### src/rtl/pc_seq.sv
// Fetch-stage program counter with condition-gated relative branches,
// absolute jumps and call/return through a small return-address stack.
module pc_seq #(
  parameter int D         = 12,
  parameter int OFF_W     = 8,
  parameter int RAS_DEPTH = 4
) (
  input  logic             clk,
  input  logic             reset,
  input  logic             stall,
  input  logic             reljump_en,
  input  logic             absjump_en,
  input  logic             call_en,
  input  logic             ret_en,
  input  logic [2:0]       cond_sel,
  input  logic             flag_eq,
  input  logic             flag_lt,
  input  logic             flag_gt,
  input  logic [OFF_W-1:0] offset,
  input  logic [D-1:0]     target,
  output logic [D-1:0]     prog_ctr,
  output logic             taken,
  output logic             ras_empty,
  output logic             ras_full,
  output logic             ras_err
);

  localparam int CW = $clog2(RAS_DEPTH + 1);
  localparam int IW = $clog2(RAS_DEPTH);

  logic [D-1:0]  pc_reg, pc_next;
  logic          taken_reg, taken_next;
  logic          err_reg, err_next;
  logic [CW-1:0] count_reg, count_next;
  logic          push;
  logic          cond_true;
  logic [D-1:0]  pc_plus1;
  logic [D-1:0]  offset_sext;
  logic [D-1:0]  ras_top;
  logic [IW-1:0] top_idx;
  logic [RAS_DEPTH-1:0] wr_en;

  logic [D-1:0] ras_mem [RAS_DEPTH];

  // Offsets at least as wide as the PC are simply truncated to D bits.
  generate
    if (OFF_W >= D) begin : g_off_trunc
      assign offset_sext = offset[D-1:0];
    end else begin : g_off_sext
      assign offset_sext = {{(D-OFF_W){offset[OFF_W-1]}}, offset};
    end
  endgenerate

  assign pc_plus1  = pc_reg + D'(1);
  assign ras_empty = (count_reg == '0);
  assign ras_full  = (count_reg == CW'(RAS_DEPTH));
  assign top_idx   = IW'(count_reg - CW'(1));
  assign ras_top   = ras_mem[top_idx];

  always_comb begin
    cond_true = 1'b0;
    case (cond_sel)
      3'b000:  cond_true = flag_eq;
      3'b001:  cond_true = !flag_eq;
      3'b010:  cond_true = flag_lt;
      3'b011:  cond_true = flag_gt;
      3'b100:  cond_true = flag_eq | flag_lt;
      3'b101:  cond_true = flag_eq | flag_gt;
      3'b110:  cond_true = 1'b1;
      default: cond_true = 1'b0;
    endcase
  end

  always_comb begin
    pc_next    = pc_plus1;
    taken_next = 1'b0;
    err_next   = err_reg;
    count_next = count_reg;
    push       = 1'b0;
    if (stall) begin
      pc_next    = pc_reg;
      taken_next = taken_reg;
    end else if (ret_en) begin
      if (!ras_empty) begin
        pc_next    = ras_top;
        count_next = count_reg - CW'(1);
        taken_next = 1'b1;
      end else begin
        err_next = 1'b1;
      end
    end else if (call_en) begin
      // The jump happens even when the stack is full; only the push is lost.
      pc_next    = target;
      taken_next = 1'b1;
      if (!ras_full) begin
        push       = 1'b1;
        count_next = count_reg + CW'(1);
      end else begin
        err_next = 1'b1;
      end
    end else if (absjump_en) begin
      pc_next    = target;
      taken_next = 1'b1;
    end else if (reljump_en && cond_true) begin
      pc_next    = pc_reg + offset_sext;
      taken_next = 1'b1;
    end
  end

  genvar gi;
  generate
    for (gi = 0; gi < RAS_DEPTH; gi++) begin : g_wr
      assign wr_en[gi] = push && (count_reg == CW'(gi));
    end
  endgenerate

  always_ff @(posedge clk) begin
    if (reset) begin
      pc_reg    <= '0;
      taken_reg <= 1'b0;
      err_reg   <= 1'b0;
      count_reg <= '0;
    end else begin
      pc_reg    <= pc_next;
      taken_reg <= taken_next;
      err_reg   <= err_next;
      count_reg <= count_next;
    end
  end

  // Entry contents need no reset: count alone decides what is valid.
  always_ff @(posedge clk) begin
    for (int i = 0; i < RAS_DEPTH; i++) begin
      if (!reset && wr_en[i]) ras_mem[i] <= pc_plus1;
    end
  end

  assign prog_ctr = pc_reg;
  assign taken    = taken_reg;
  assign ras_err  = err_reg;

endmodule

### config.mk
export PLATFORM = sky130hd
export DESIGN_NAME = pc_seq
export DESIGN_NICKNAME = d
export VERILOG_FILES = /design/src/rtl/pc_seq.sv
export SDC_FILE = /design/constraint.sdc
export NUM_CORES = 1
export LEC_CHECK = 0
export ABC_CLOCK_PERIOD_IN_PS = 2890
export CORE_ASPECT_RATIO = 1.4
export CORE_UTILIZATION = 40
export CTS_CLUSTER_DIAMETER = 50
export DETAILED_ROUTE_END_ITERATION = 10
export SLEW_MARGIN = 10
export SYNTH_ARGS = -nofsm -noshare
export SYNTH_HDL_FRONTEND = slang
export SYNTH_SLANG_ARGS = --single-unit
### constraint.sdc
create_clock -name clk -period 2.89 [get_ports clk]
set_clock_uncertainty 0.05 [all_clocks]
set_input_delay 0.578 -clock clk [delete_from_list [all_inputs] [get_ports clk]]
set_output_delay 0.578 -clock clk [all_outputs]
set_load 0.01 [all_outputs]
Yosys cells after proc, flatten, opt, wreduce, memory -nomap -nowiden
Memories as Yosys holds them, arrays and structs flattened.
Cells that the tools add are included.
{"block": "word_totals", "n_memories": 1, "elab_cells": 85, "regBits": 17, "inputBits": 33, "mem_bits_rw": 48, "out_inout_bits": 16}
{"block": "op_classes", "addsub": 4, "n_mux": 40, "eq_ne": 13, "bitwise": 3, "reduce_logical": 20}
{"name": "ras_mem", "depth": 4, "width": 12, "read_ports": 1, "rd_clocked_by_memory_dff": 0, "write_ports": 1, "line_no": "43", "text": "logic [D-1:0] ras_mem [RAS_DEPTH];"}
{"cell": "two-way mux 12 bit", "n": 8}
{"cell": "OR reduction 12 bit", "n": 3}
{"cell": "two-way mux 1 bit", "n": 24}
{"cell": "adder 12 x 1 -> 12 bit (second input constant)", "n": 1}
{"cell": "adder 12 bit", "n": 1}
{"cell": "== test 3 x 2 -> 1 bit (second input constant)", "n": 4}
{"cell": "== test 3 bit (second input constant)", "n": 4}
{"cell": "two-way mux 3 bit", "n": 4}
{"cell": "logical AND 1 bit", "n": 9}
{"cell": "AND reduction 4 bit", "n": 2}
{"cell": "one-hot mux 1 bit (7 select lines)", "n": 1}
{"cell": "== test 3 x 1 -> 1 bit (second input constant)", "n": 2}
{"cell": "zero test 3 bit", "n": 2}
{"cell": "two-way mux 2 bit", "n": 3}
{"cell": "!= test 2 bit (second input constant)", "n": 2}
{"cell": "nonzero test 2 bit", "n": 2}
{"cell": "adder 3 x 1 -> 3 bit (second input constant)", "n": 1}
{"cell": "subtractor 3 x 1 -> 3 bit (second input constant)", "n": 1}
{"cell": "zero test 1 bit", "n": 2}
{"cell": "!= test 2 x 1 -> 1 bit (second input constant)", "n": 1}
{"cell": "OR 1 bit", "n": 2}
{"cell": "inverter 1 bit", "n": 1}

Depth between registers and ports, before layout
Gate-level depths: netlist of run 1.
{"block": "logic_depth", "word_depth": 13, "mapped_depth": 9, "depth_no_buf": 9}

Worst setup path after synthesis of run 1
No wires, ideal clock.
{"block": "synth_path", "kind": "register to register", "startpoint": "register count_reg[0]", "endpoint": "register pc_reg[8], in the netlist prog_ctr[8]", "path_slack_ns": 0.290, "t_arrival_ns": 2.407, "path_buffers": 2, "setup_ns": 0.144, "synth_period_minus_slack_ns": 2.600, "stages_incl_launch_ff": 10, "required_time_ns": 2.696, "path_cell_list": "dfxtp_1 > buf_2 > inv_1 > ha_1 > clkbuf_1 > mux4_2 > nand3_1 > o21ai_0 > a211oi_1 > a221oi_1"}
{"block": "synth_between", "elab_chain_len": 4, "elab_cells_between_ends": 5, "classes_between": "1 x add/sub; 2 x mux; 1 x reduce/logical; 1 x memory"}
{"element": "from (decl)", "line_no": "34", "text": "logic [CW-1:0] count_reg, count_next;"}
{"element": "from (signal assigned)", "line_no": "127", "text": "count_reg <= count_next;"}
{"element": "subtractor 3 x 1 -> 3 bit"}
{"element": "memory (4 x 12 bit)"}
{"element": "two-way mux 12 bit (*)", "line_no": "84", "text": "if (!ras_empty) begin"}
{"element": "two-way mux 12 bit (*)", "line_no": "83", "text": "end else if (ret_en) begin"}
{"element": "to (signal assigned)", "line_no": "124", "text": "pc_reg <= pc_next;"}
{"element": "to (decl)", "line_no": "31", "text": "logic [D-1:0] pc_reg, pc_next;"}
Every way passes the cells marked *; elsewhere a longest branch is shown, timed or not.
A chain may end at the register's enable or synchronous reset.

Worst setup path in the final report of run 1
{"block": "layout_path", "startpoint": "input port offset[0]", "endpoint": "register pc_reg[10], in the netlist prog_ctr[10]"}
{"block": "layout_between", "elab_chain_len": 5}
{"element": "from (decl)", "line_no": "19", "text": "input logic [OFF_W-1:0] offset,"}
{"element": "adder 12 bit", "line_no": "105", "text": "pc_next = pc_reg + offset_sext;"}
{"element": "two-way mux 12 bit", "line_no": "104", "text": "end else if (reljump_en && cond_true) begin"}
{"element": "two-way mux 12 bit", "line_no": "101", "text": "end else if (absjump_en) begin"}
{"element": "two-way mux 12 bit", "line_no": "91", "text": "end else if (call_en) begin"}
{"element": "two-way mux 12 bit", "line_no": "83"}
No other way between the ends.

==> impl_results.md, run 1 <==
- Postcts setup bufs: 0
- Part of the power in the clock network: between 30% and 40%
- Antenna diode count: 0
- Post-route cell area: 0.00485 mm^2
- Fraction of the yosys area taken by sequential cells: 47.7%
- Setup-violating endpoint count in the final report: 0
- Synth warnings: 0
- Multi-input logic area: approximately 0.0018 mm^2
- CTS tree: yes
- Iteration-0 DRC Markers: between 100 and 150
- Final Hold Violating Endpoints: 0
- Fraction of layout cells with a size suffix above 1: 15.5%
- Worst-case reg-to-reg path depth: 7
- Final Routed Wirelength: ~9.6 mm
- Routed Antenna Nets: 0
- Largest stage delay on the critical path: 0.46 ns
- Ys flop type: edfxtp_1
- Vias in the first global route: roughly 3000
- Critical path type: input pin to flip-flop
- Sequence of cells on the critical path: clkdlybuf4s50_1 -> ha_1 -> inv_1 -> fa_1 -> nor2b_1 -> o31a_1 -> buf_4 -> o21ai_0 -> a21oi_1 -> o41ai_1 -> a2111oi_0
- Max H-tree Level: 3
- Horiz. Die Dim: between 80 and 90 um
- Vias: ~3000
- Outcome: finished, final reports clean
- Power per standard cell area: ~570 mW/mm^2
- Setup repair after global routing missed its margin: no
- Clock Tree Buf Depth: 2
- Seq cells post-synth: between 60 and 70
- Switching power: approximately 0.76 mW
- Maximum fanout along the worst path: 4
- Final-stage net count: 473
- Highest achievable clock rate: 375 MHz
- Hold endpoint: ras_err
- Number of antenna violations at the first check in global routing: 0
- Maximum number of pins on one net before global-route repair: 27
- IO Pins: about 50
- Critical path arrival: roughly 2.8 ns
- Most frequent cells after synthesis: edfxtp_1 (48), nand2_1 (34), a21oi_1 (20), nor2_1 (20), inv_1 (19)
- Die H: 116 um
- Leakage power of the design: around 1.8 nW
- Worst Max-Slew Pin Slew: between 0.6 and 0.7 ns
- Critical register-to-register path startpoint: prog_ctr[4]
- Area of the mapped netlist: 0.00374 mm^2
- Library cell with the highest instance count after synthesis: edfxtp_1
- Hold-critical path depth: 2
- Remaining Overflow, GRT: 0
- Async SR Flop Fraction: 0%
- IR Drop Worst-Case VDD: roughly 360 uV
- Wire length of the first global-routing pass: 15.2 mm
- Time the final worst path needs with I/O delays and setup: 2.67 ns
- Total global routing track utilization: between 20% and 30%
- Final weighted congestion in routability-driven placement: ~0.86
- Share of the clock period used by the worst path: between 90 and 100%
- TritonRoute pass-1 iters: 5
- Post-synthesis area per instance: about 11 um^2
- Final non-filler cell total: around 530
- Cell internal pwr: around 2.0 mW
- Cell at the root of the clock tree: clkbuf_16
- Most area-consuming cells after synthesis: edfxtp_1 (39%), dfxtp_1 (9.1%), mux4_2 (7.2%)
- Logic gate share of total power: between 20 and 25%
- Sw Share: a little over a quarter
- Synth unique cells: 55
- Number of buffers created by CTS: 9
- Syn_nets: just under 400
- Floorplan die area: 0.00974 mm^2
- Average wire per standard cell: ~18 um
- Half-perimeter wire length of the detailed placement result: ~7.3 mm
- Total of fill cells in the finished design: 818
- Starting Density: 41.4%
- Quantity of hold-fixing buffers added after cts: 0
- Beginning of the worst hold path: ras_err
- Post-synth EDFFs: 48
- Normalized max-slew margin: between 50 and 60%
- Critical path launch point type: input pin
- Number of instances in the placed design: 517
- Register area: ~0.0018 mm^2
- Required time of the critical path: roughly 3.1 ns
- Slowest-stage cell, CP: clkdlybuf4s50_1
- Layout area overhead: 29.9%
- DRC: 0
- Post-cts gate resize count: 0
- Hold WC Path Type: flip-flop to flip-flop
- # port buffers: 48
- Post-Place Cell Area: roughly 0.0046 mm^2
- Insertion delay of the later-clocked pin in the worst-skew pair: 0.33 ns
- Number of max-slew violations in the final report: 0
- Count of clock tree sinks: 65
- Row count: slightly above 40
- Core region area: about 0.009 mm^2
- Number of instances in the synthesized netlist: 344
- Share of the synthesized area in the top cell type: approximately 39%
- Max-cap viol count: 0
- Crit path capture type: flip-flop
- Most area-hungry cell type in the Yosys netlist: edfxtp_1
- Vias per inst: approximately 5.7
- Endpoint of the worst register-to-register path: prog_ctr[5]
- Register-to-Register Setup Slack: 0.53 ns
- Clock slew at the register clock pins of the worst setup and hold paths: around 0.050 ns
- Register share of total power: between 30% and 40%
- Largest register FFs: 48
-- kinds of logic after synthesis --
kind of cell	synth area share, %
simple gates	13.3
compound gates	16.0
flops	47.7
buf+inv	3.65
xor+xnor	4.45
fa+ha+maj	6.56
mux	8.34
-- power groups by stage --
stage          Clock [mW]  Sequential [mW]  Combinational (mW)
5_1_grt              1.08             1.08               0.757
6_report             1.02             1.08               0.689
2_1_floorplan           0             1.10               0.399
3_3_place_gp            0             1.10               0.683
4_1_cts              1.03             1.08               0.693
3_5_place_dp            0             1.10               0.687
-- worst max-delay path: cells and delay by family --
kind            cells  cell delay [ns]
simple gates        1             0.15
buf+inv             3             0.65
compound gates      5             0.88
fa+ha+maj           2             0.55
-- cell type report --
type / instances / area share, %
flip-flops and latches: 65 / 36.7
clock inverters: 2 / 0.258
multi-input cells: 245 / 37.5
well taps: 107 / 2.76
repair buffers: 80 / 15.6
inverters: 20 / 1.55
clock buffers: 14 / 5.65
-- worst max-delay path by stage --
stage	start	to
floorplan	count_reg[0]	prog_ctr[8]
global placement	offset[0]	prog_ctr[10]
detailed placement	offset[0]	prog_ctr[10]
CTS	offset[0]	prog_ctr[10]
global route	offset[0]	prog_ctr[10]
finish	offset[0]	prog_ctr[10]
-- placed cells by master (no fill, tap or decap), drive strengths merged, types with 3 or more instances in the layout --
| master | instances |
|---|---|
| a2111oi | 3 |
| a211oi | 10 |
| a21oi | 20 |
| a221oi | 4 |
| a31oi | 6 |
| and2 | 5 |
| and3 | 6 |
| buf | 32 |
| clkbuf | 14 |
| clkdlybuf4s50 | 48 |
| dfxtp | 17 |
| edfxtp | 48 |
| ha | 18 |
| inv | 19 |
| mux2i | 3 |
| mux4 | 12 |
| nand2 | 35 |
| nand3 | 15 |
| nor2 | 20 |
| nor2b | 4 |
| nor3 | 7 |
| o21a | 3 |
| o21ai | 14 |
| o21bai | 4 |
| o22ai | 4 |
| o31ai | 3 |
| xnor2 | 15 |
| xor2 | 4 |
-- per-stage QoR --
| step | util, % | hold WS, ns | setup slack [ns] | TNS [ns] | total power, mW |
|---|---|---|---|---|---|
| after global routing | 53.8 | 0.451 | 0.0375 | 0 | 2.92 |
| after global placement | 50.6 | 0.411 | -0.0820 | -0.111 | 1.78 |
| after floorplan | - | 0.435 | 0.290 | 0 | 1.50 |
| after detailed placement | 50.6 | 0.414 | -0.106 | -0.211 | 1.78 |
| final | 53.8 | 0.420 | 0.224 | 0 | 2.79 |
| after CTS | 53.8 | 0.424 | 0.203 | 0 | 2.80 |
-- routing by layer --
metal	wire (um)	track usage [%]	up-vias
met4	267	11.9	0
li1	-	-	1464
met1	3790	23.6	1472
met5	0	0	-
met3	446	4.17	17
met2	5070	37.4	97
(Power assumes the default switching activity.)
==> inputs of run 2 (changes only) <==
--- a/config.mk
+++ b/config.mk
@@ -5,11 +5,12 @@
 export SDC_FILE = /design/constraint.sdc
 export NUM_CORES = 1
 export LEC_CHECK = 0
-export ABC_CLOCK_PERIOD_IN_PS = 2890
+export ABC_CLOCK_PERIOD_IN_PS = 3000
 export CORE_ASPECT_RATIO = 1.4
 export CORE_UTILIZATION = 40
 export CTS_CLUSTER_DIAMETER = 50
 export DETAILED_ROUTE_END_ITERATION = 10
+export MAX_ROUTING_LAYER = met4
 export SLEW_MARGIN = 10
 export SYNTH_ARGS = -nofsm -noshare
 export SYNTH_HDL_FRONTEND = slang
==> constraint.sdc (replaced) <==
create_clock -name clk -period 3 [get_ports clk]
set_clock_uncertainty 0.05 [all_clocks]
set_input_delay 0.6 -clock clk [delete_from_list [all_inputs] [get_ports clk]]
set_output_delay 0.6 -clock clk [all_outputs]
set_load 0.01 [all_outputs]
==> run 2 against run 1 <==
Effect of this change: power fell by 1.9%; die area did not move; largest power group unchanged; combinational power fell by 5.5%; sequential share of layout area rose by 0.33 points; highest routed layer unchanged; final area fell by 0.90%; non-clock buffer count fell by 6.
==> impl_results.md, run 2 (synthesis gave the netlist of run 1 again) <==
- Routed Antenna Nets: 0
- Die H: 116 um
- Outcome: finished, final reports clean
- Leading cell types in the layout, fill and taps excluded: clkdlybuf4s50_1 (48), edfxtp_1 (48), nand2_1 (34)
- Vias in the first global route: between 3000 and 4000
- Leakage power of the design: around 1.8 nW
- Final weighted congestion in routability-driven placement: around 0.82
- Setup repair after global routing missed its margin: no
- Core region area: about 0.009 mm^2
- Horiz. Die Dim: ~84 um
- Beginning of the worst hold path: ras_err
- Cell at the root of the clock tree: clkbuf_16
- Cell internal pwr: between 2 and 2.5 mW
- Total global routing track utilization: between 20 and 25%
- Time the final worst path needs with I/O delays and setup: 2.70 ns
- Count of clock tree sinks: 65
- Antenna diode count: 0
- Register area: about 0.0018 mm^2
- # port buffers: 48
- Worst hold slack: between 0.4 and 0.5 ns
- Hold WC Path Type: flip-flop to flip-flop
- Share of the clock period used by the worst path: around 90%
- Max H-tree Level: 3
- Vias: around 3000
- Layout area overhead: 28.7%
- Vias per inst: between 5 and 6
- Register-to-Register Setup Slack: between 0.6 and 0.7 ns
- Half-perimeter wire length of the detailed placement result: between 7 and 8 mm
- Endpoint of the worst register-to-register path: prog_ctr[10]
- Part of the power in the clock network: between 30% and 40%
- Clock Tree Buf Depth: 2
- IR Drop Worst-Case VDD: between 300 and 400 uV
- Max-cap viol count: 0
- Worst Max-Slew Pin Slew: between 0.5 and 0.6 ns
- Average wire per standard cell: roughly 18 um
- Register share of total power: a little under two fifths
- Final Hold Violating Endpoints: 0
- Quantity of hold-fixing buffers added after cts: 0
- Critical path arrival: approximately 2.8 ns
- Maximum number of pins on one net before global-route repair: 27
- Starting Density: 41.4%
- CTS tree: yes
- Floorplan die area: about 0.0097 mm^2
- Row count: 41
- Clock slew at the register clock pins of the worst setup and hold paths: roughly 0.050 ns
- Logic gate share of total power: 23.8%
- TritonRoute pass-1 iters: 4
- Worst-case reg-to-reg path depth: 8
- Capturing element of the worst setup path: prog_ctr[10]
- Fraction of layout cells with a size suffix above 1: approximately 14%
- IO Pins: just under 50
- Final Routed Wirelength: just under 10 mm
- Postcts setup bufs: 0
- Total of fill cells in the finished design: a little over 800
- Largest register FFs: 48
- Post-cts gate resize count: 0
- Required time of the critical path: between 3 and 4 ns
- Worst slack, placed: -0.0349 ns
- Final-stage net count: 467
- Wire length of the first global-routing pass: about 16 mm
- Worst setup slack after layout: around 0.3 ns
- Normalized max-slew margin: between 60% and 70%
- Remaining Overflow, GRT: 0
- Number of max-slew violations in the final report: 0
- Crit path capture type: flip-flop
- DRC: 0
- Critical path launch point type: input pin
- Power per standard cell area: approximately 570 mW/mm^2
- Multi-input logic area: approximately 0.0018 mm^2
- Launch point of the worst path: offset[0]
- Critical register-to-register path startpoint: prog_ctr[1]
- Maximum fanout along the worst path: 4
- Setup-violating endpoint count in the final report: 0
- Critical path type: input pin to flip-flop
- Insertion delay of the later-clocked pin in the worst-skew pair: between 0.3 and 0.4 ns
- Iteration-0 DRC Markers: around 180
- Switching power: 0.728 mW
- Highest achievable clock rate: 370 MHz
- Number of buffers created by CTS: 9
- Number of antenna violations at the first check in global routing: 0
- Sw Share: 26.7%
run 2: power groups by stage:
| stage | Sequential (mW) | Combinational [mW] | Clock [mW] |
|---|---|---|---|
| CTS | 1.04 | 0.653 | 1.05 |
| floorplan | 1.06 | 0.384 | 0 |
| detailed placement | 1.06 | 0.649 | 0 |
| global route | 1.05 | 0.713 | 1.10 |
| global placement | 1.06 | 0.644 | 0 |
| finish | 1.04 | 0.651 | 1.04 |
run 2: worst max-delay path, stage by stage:
cell and delay, ns:
clkdlybuf4s50_1 0.46, ha_1 0.16, inv_1 0.05, fa_1 0.37, nor2b_1 0.17, o31a_1 0.24
o21bai_1 0.11, and3_1 0.19, o41ai_1 0.33, a2111oi_0 0.14
run 2: stage by stage:
step / TNS, ns / instances / power, mW / cell area [um^2] / utilization, %
final: 0 / 527 / 2.73 / 4810 / 53.3
after global routing: 0 / 527 / 2.86 / 4810 / 53.3
after CTS: 0 / 527 / 2.75 / 4810 / 53.3
after detailed placement: -0.0349 / 511 / 1.71 / 4510 / 49.9
after global placement: 0 / 511 / 1.70 / 4510 / 49.9
after floorplan: 0 / 344 / 1.45 / 3740 / -
run 2: layout make-up:
| type | count | share of cell area, % |
|---|---|---|
| clock buffers | 13 | 5.41 |
| clock inverters | 3 | 0.832 |
| inverters | 20 | 1.56 |
| multi-input cells | 245 | 37.8 |
| flip-flops and latches | 65 | 37.0 |
| well taps | 107 | 2.78 |
| repair buffers | 74 | 14.6 |
run 2: worst min-delay path by stage:
stage | slack (ns) | endpoint | depth (start not counted)
final | 0.43 | ras_err | 2
after global routing | 0.45 | ras_err | 2
after CTS | 0.43 | ras_err | 2
after detailed placement | 0.42 | ras_err | 2
after global placement | 0.41 | ras_err | 2
after floorplan | 0.43 | count_reg[2] | 2
run 2: per-layer routing:
layer  vias to the layer above  GRT usage, %  share of wire (%)
met4                         0          7.80                1.7
li1                       1444             -                  -
met3                        15          3.39                4.4
met1                      1459          23.9                 38
met2                        89          41.5                 55
met5                         -             -                  0
==> inputs of run 3 (changes only) <==
--- a/config.mk
+++ b/config.mk
@@ -7,10 +7,12 @@
 export LEC_CHECK = 0
 export ABC_CLOCK_PERIOD_IN_PS = 3000
 export CORE_ASPECT_RATIO = 1.4
-export CORE_UTILIZATION = 40
+export CORE_UTILIZATION = 50
 export CTS_CLUSTER_DIAMETER = 50
 export DETAILED_ROUTE_END_ITERATION = 10
 export MAX_ROUTING_LAYER = met4
+export PLACE_DENSITY = 0.73
+export SKIP_LAST_GASP = 1
 export SLEW_MARGIN = 10
 export SYNTH_ARGS = -nofsm -noshare
 export SYNTH_HDL_FRONTEND = slang
==> run 3 against run 2 <==
Effect of this change: final area is 2.9% lower; setup slack hardly changed; via count is 0.50% higher; sequential cell count stayed put; clock power is 34% lower; first-iteration DRC count is 36% higher; largest power group unchanged; highest routed layer unchanged.
==> impl_results.md, run 3 (synthesis gave the netlist of run 1 again) <==
- Post-route cell area: between 0.004 and 0.005 mm^2
- Setup-violating endpoint count in the final report: 0
- CTS tree: yes
- Vias per inst: roughly 6
- Final-stage net count: approximately 470
- Vias: a little over 3000
- Quantity of hold-fixing buffers added after cts: 0
- Row count: 36
- Number of antenna violations at the first check in global routing: 0
- Post-cts gate resize count: 0
- Clock slew at the register clock pins of the worst setup and hold paths: about 0.07 ns
- Count of clock tree sinks: 65
- Number of instances in the placed design: around 500
- IR Drop Worst-Case VDD: around 220 uV
- Worst hold slack: just under 0.5 ns
- Highest achievable clock rate: around 370 MHz
- Critical path launch point type: input pin
- Insertion delay of the later-clocked pin in the worst-skew pair: 0.34 ns
- # port buffers: 48
- Power per standard cell area: 508 mW/mm^2
- Leading cell types in the layout, fill and taps excluded: clkdlybuf4s50_1 (48), edfxtp_1 (48), nand2_1 (34)
- Worst slack, placed: -0.0181 ns
- Half-perimeter wire length of the detailed placement result: ~7 mm
- Number of max-slew violations in the final report: 0
- Antenna diode count: 0
- Final weighted congestion in routability-driven placement: about 0.93
- Clock Tree Buf Depth: 2
- Critical path type: input pin to flip-flop
- Worst Max-Slew Pin Slew: approximately 0.53 ns
- Leakage power of the design: approximately 1.7 nW
- Time the final worst path needs with I/O delays and setup: 2.70 ns
- Hold WC Path Type: flip-flop to flip-flop
- Iteration-0 DRC Markers: 242
- Maximum number of pins on one net before global-route repair: 27
- Total global routing track utilization: 26.5%
- Max H-tree Level: 3
- Remaining Overflow, GRT: 0
- Routed Antenna Nets: 0
- Post-layout util: between 60% and 70%
- Worst setup slack after layout: roughly 0.30 ns
- Outcome: finished, final reports clean
- DRC: 0
- Critical path arrival: 2.86 ns
- TritonRoute pass-1 iters: 5
- Final Hold Violating Endpoints: 0
- Setup repair after global routing missed its margin: no
- Crit path capture type: flip-flop
- Final non-filler cell total: roughly 510
- Sequence of cells on the critical path: clkdlybuf4s50_1 -> ha_1 -> inv_1 -> fa_1 -> nor2b_1 -> o31a_1 -> o21bai_1 -> and3_1 -> o41ai_1 -> a2111oi_0
- Final Routed Wirelength: a little over 9 mm
- Postcts setup bufs: 0
- Maximum fanout along the worst path: 4
- Fraction of layout cells with a size suffix above 1: 13.4%
- Average wire per standard cell: around 18 um
- Vias in the first global route: 2994
- Max-cap viol count: 0
- Largest register FFs: between 40 and 50
- Required time of the critical path: roughly 3.2 ns
- IO Pins: 49
- Layout area overhead: 25.0%
- Slowest-stage cell, CP: clkdlybuf4s50_1
- Post-Place Cell Area: ~0.0045 mm^2
- Normalized max-slew margin: between 60% and 70%
- Power consumption: 2.37 mW
- Wire length of the first global-routing pass: about 15 mm
- Starting Density: 52.8%
- Core region area: ~0.0071 mm^2
- Share of the clock period used by the worst path: roughly nine tenths
- Largest stage delay on the critical path: about 0.46 ns
- Horiz. Die Dim: between 70 and 80 um
- Fin Setup TNS: 0 ns
- Die H: about 100 um
- Number of buffers created by CTS: 9
- Total of fill cells in the finished design: 585
- Floorplan die area: slightly below 0.008 mm^2
- Cell at the root of the clock tree: clkbuf_8
## run 3: cell types whose count changed in the layout (fill, tap and decap cells not counted), sizes merged
cell	delta
buf	-2
clkbuf	-1
clkinv	+1
## run 3: path summary, 6_finish.rpt
check                            startpoint           end  slack (ns)  cells after the start
worst max-delay path              offset[0]  prog_ctr[10]        0.30                     10
worst min-delay path                  taken         taken        0.48                      3
worst max register to register  prog_ctr[0]  prog_ctr[10]        0.47                      9
worst min register to register        taken         taken        0.48                      3
## run 3: layout make-up
type / instances / area [um^2] / share of cell area, %
Multi-Input combinational cell: 245 / 1820 / 38.9
Sequential cell: 65 / 1780 / 38.1
Timing Repair Buffer: 72 / 698 / 14.9
Clock buffer: 12 / 135 / 2.89
Tap cell: 95 / 119 / 2.54
Inverter: 20 / 75.1 / 1.61
Clock inverter: 4 / 43.8 / 0.938
## run 3: metal layers
metal	GRT usage [%]	wire [um]	vias to the layer above
li1	-	-	1445
met1	30.9	3630	1447
met2	43.6	4870	113
met3	4.26	408	17
met4	12.3	231	0
met5	-	0	-
## run 3: critical path, delay by kind of cell
kind,cells,cell delay (ns)
AOI/OAI and AO/OA,4,0.83
adders and majority gates,2,0.56
buffers and inverters,2,0.52
and+or+nand+nor,2,0.34
## run 3: power by group
part	internal, mW	switching (mW)
sequential	1.01	0.0358
combinational	0.308	0.334
clock	0.379	0.310
total	1.69	0.679
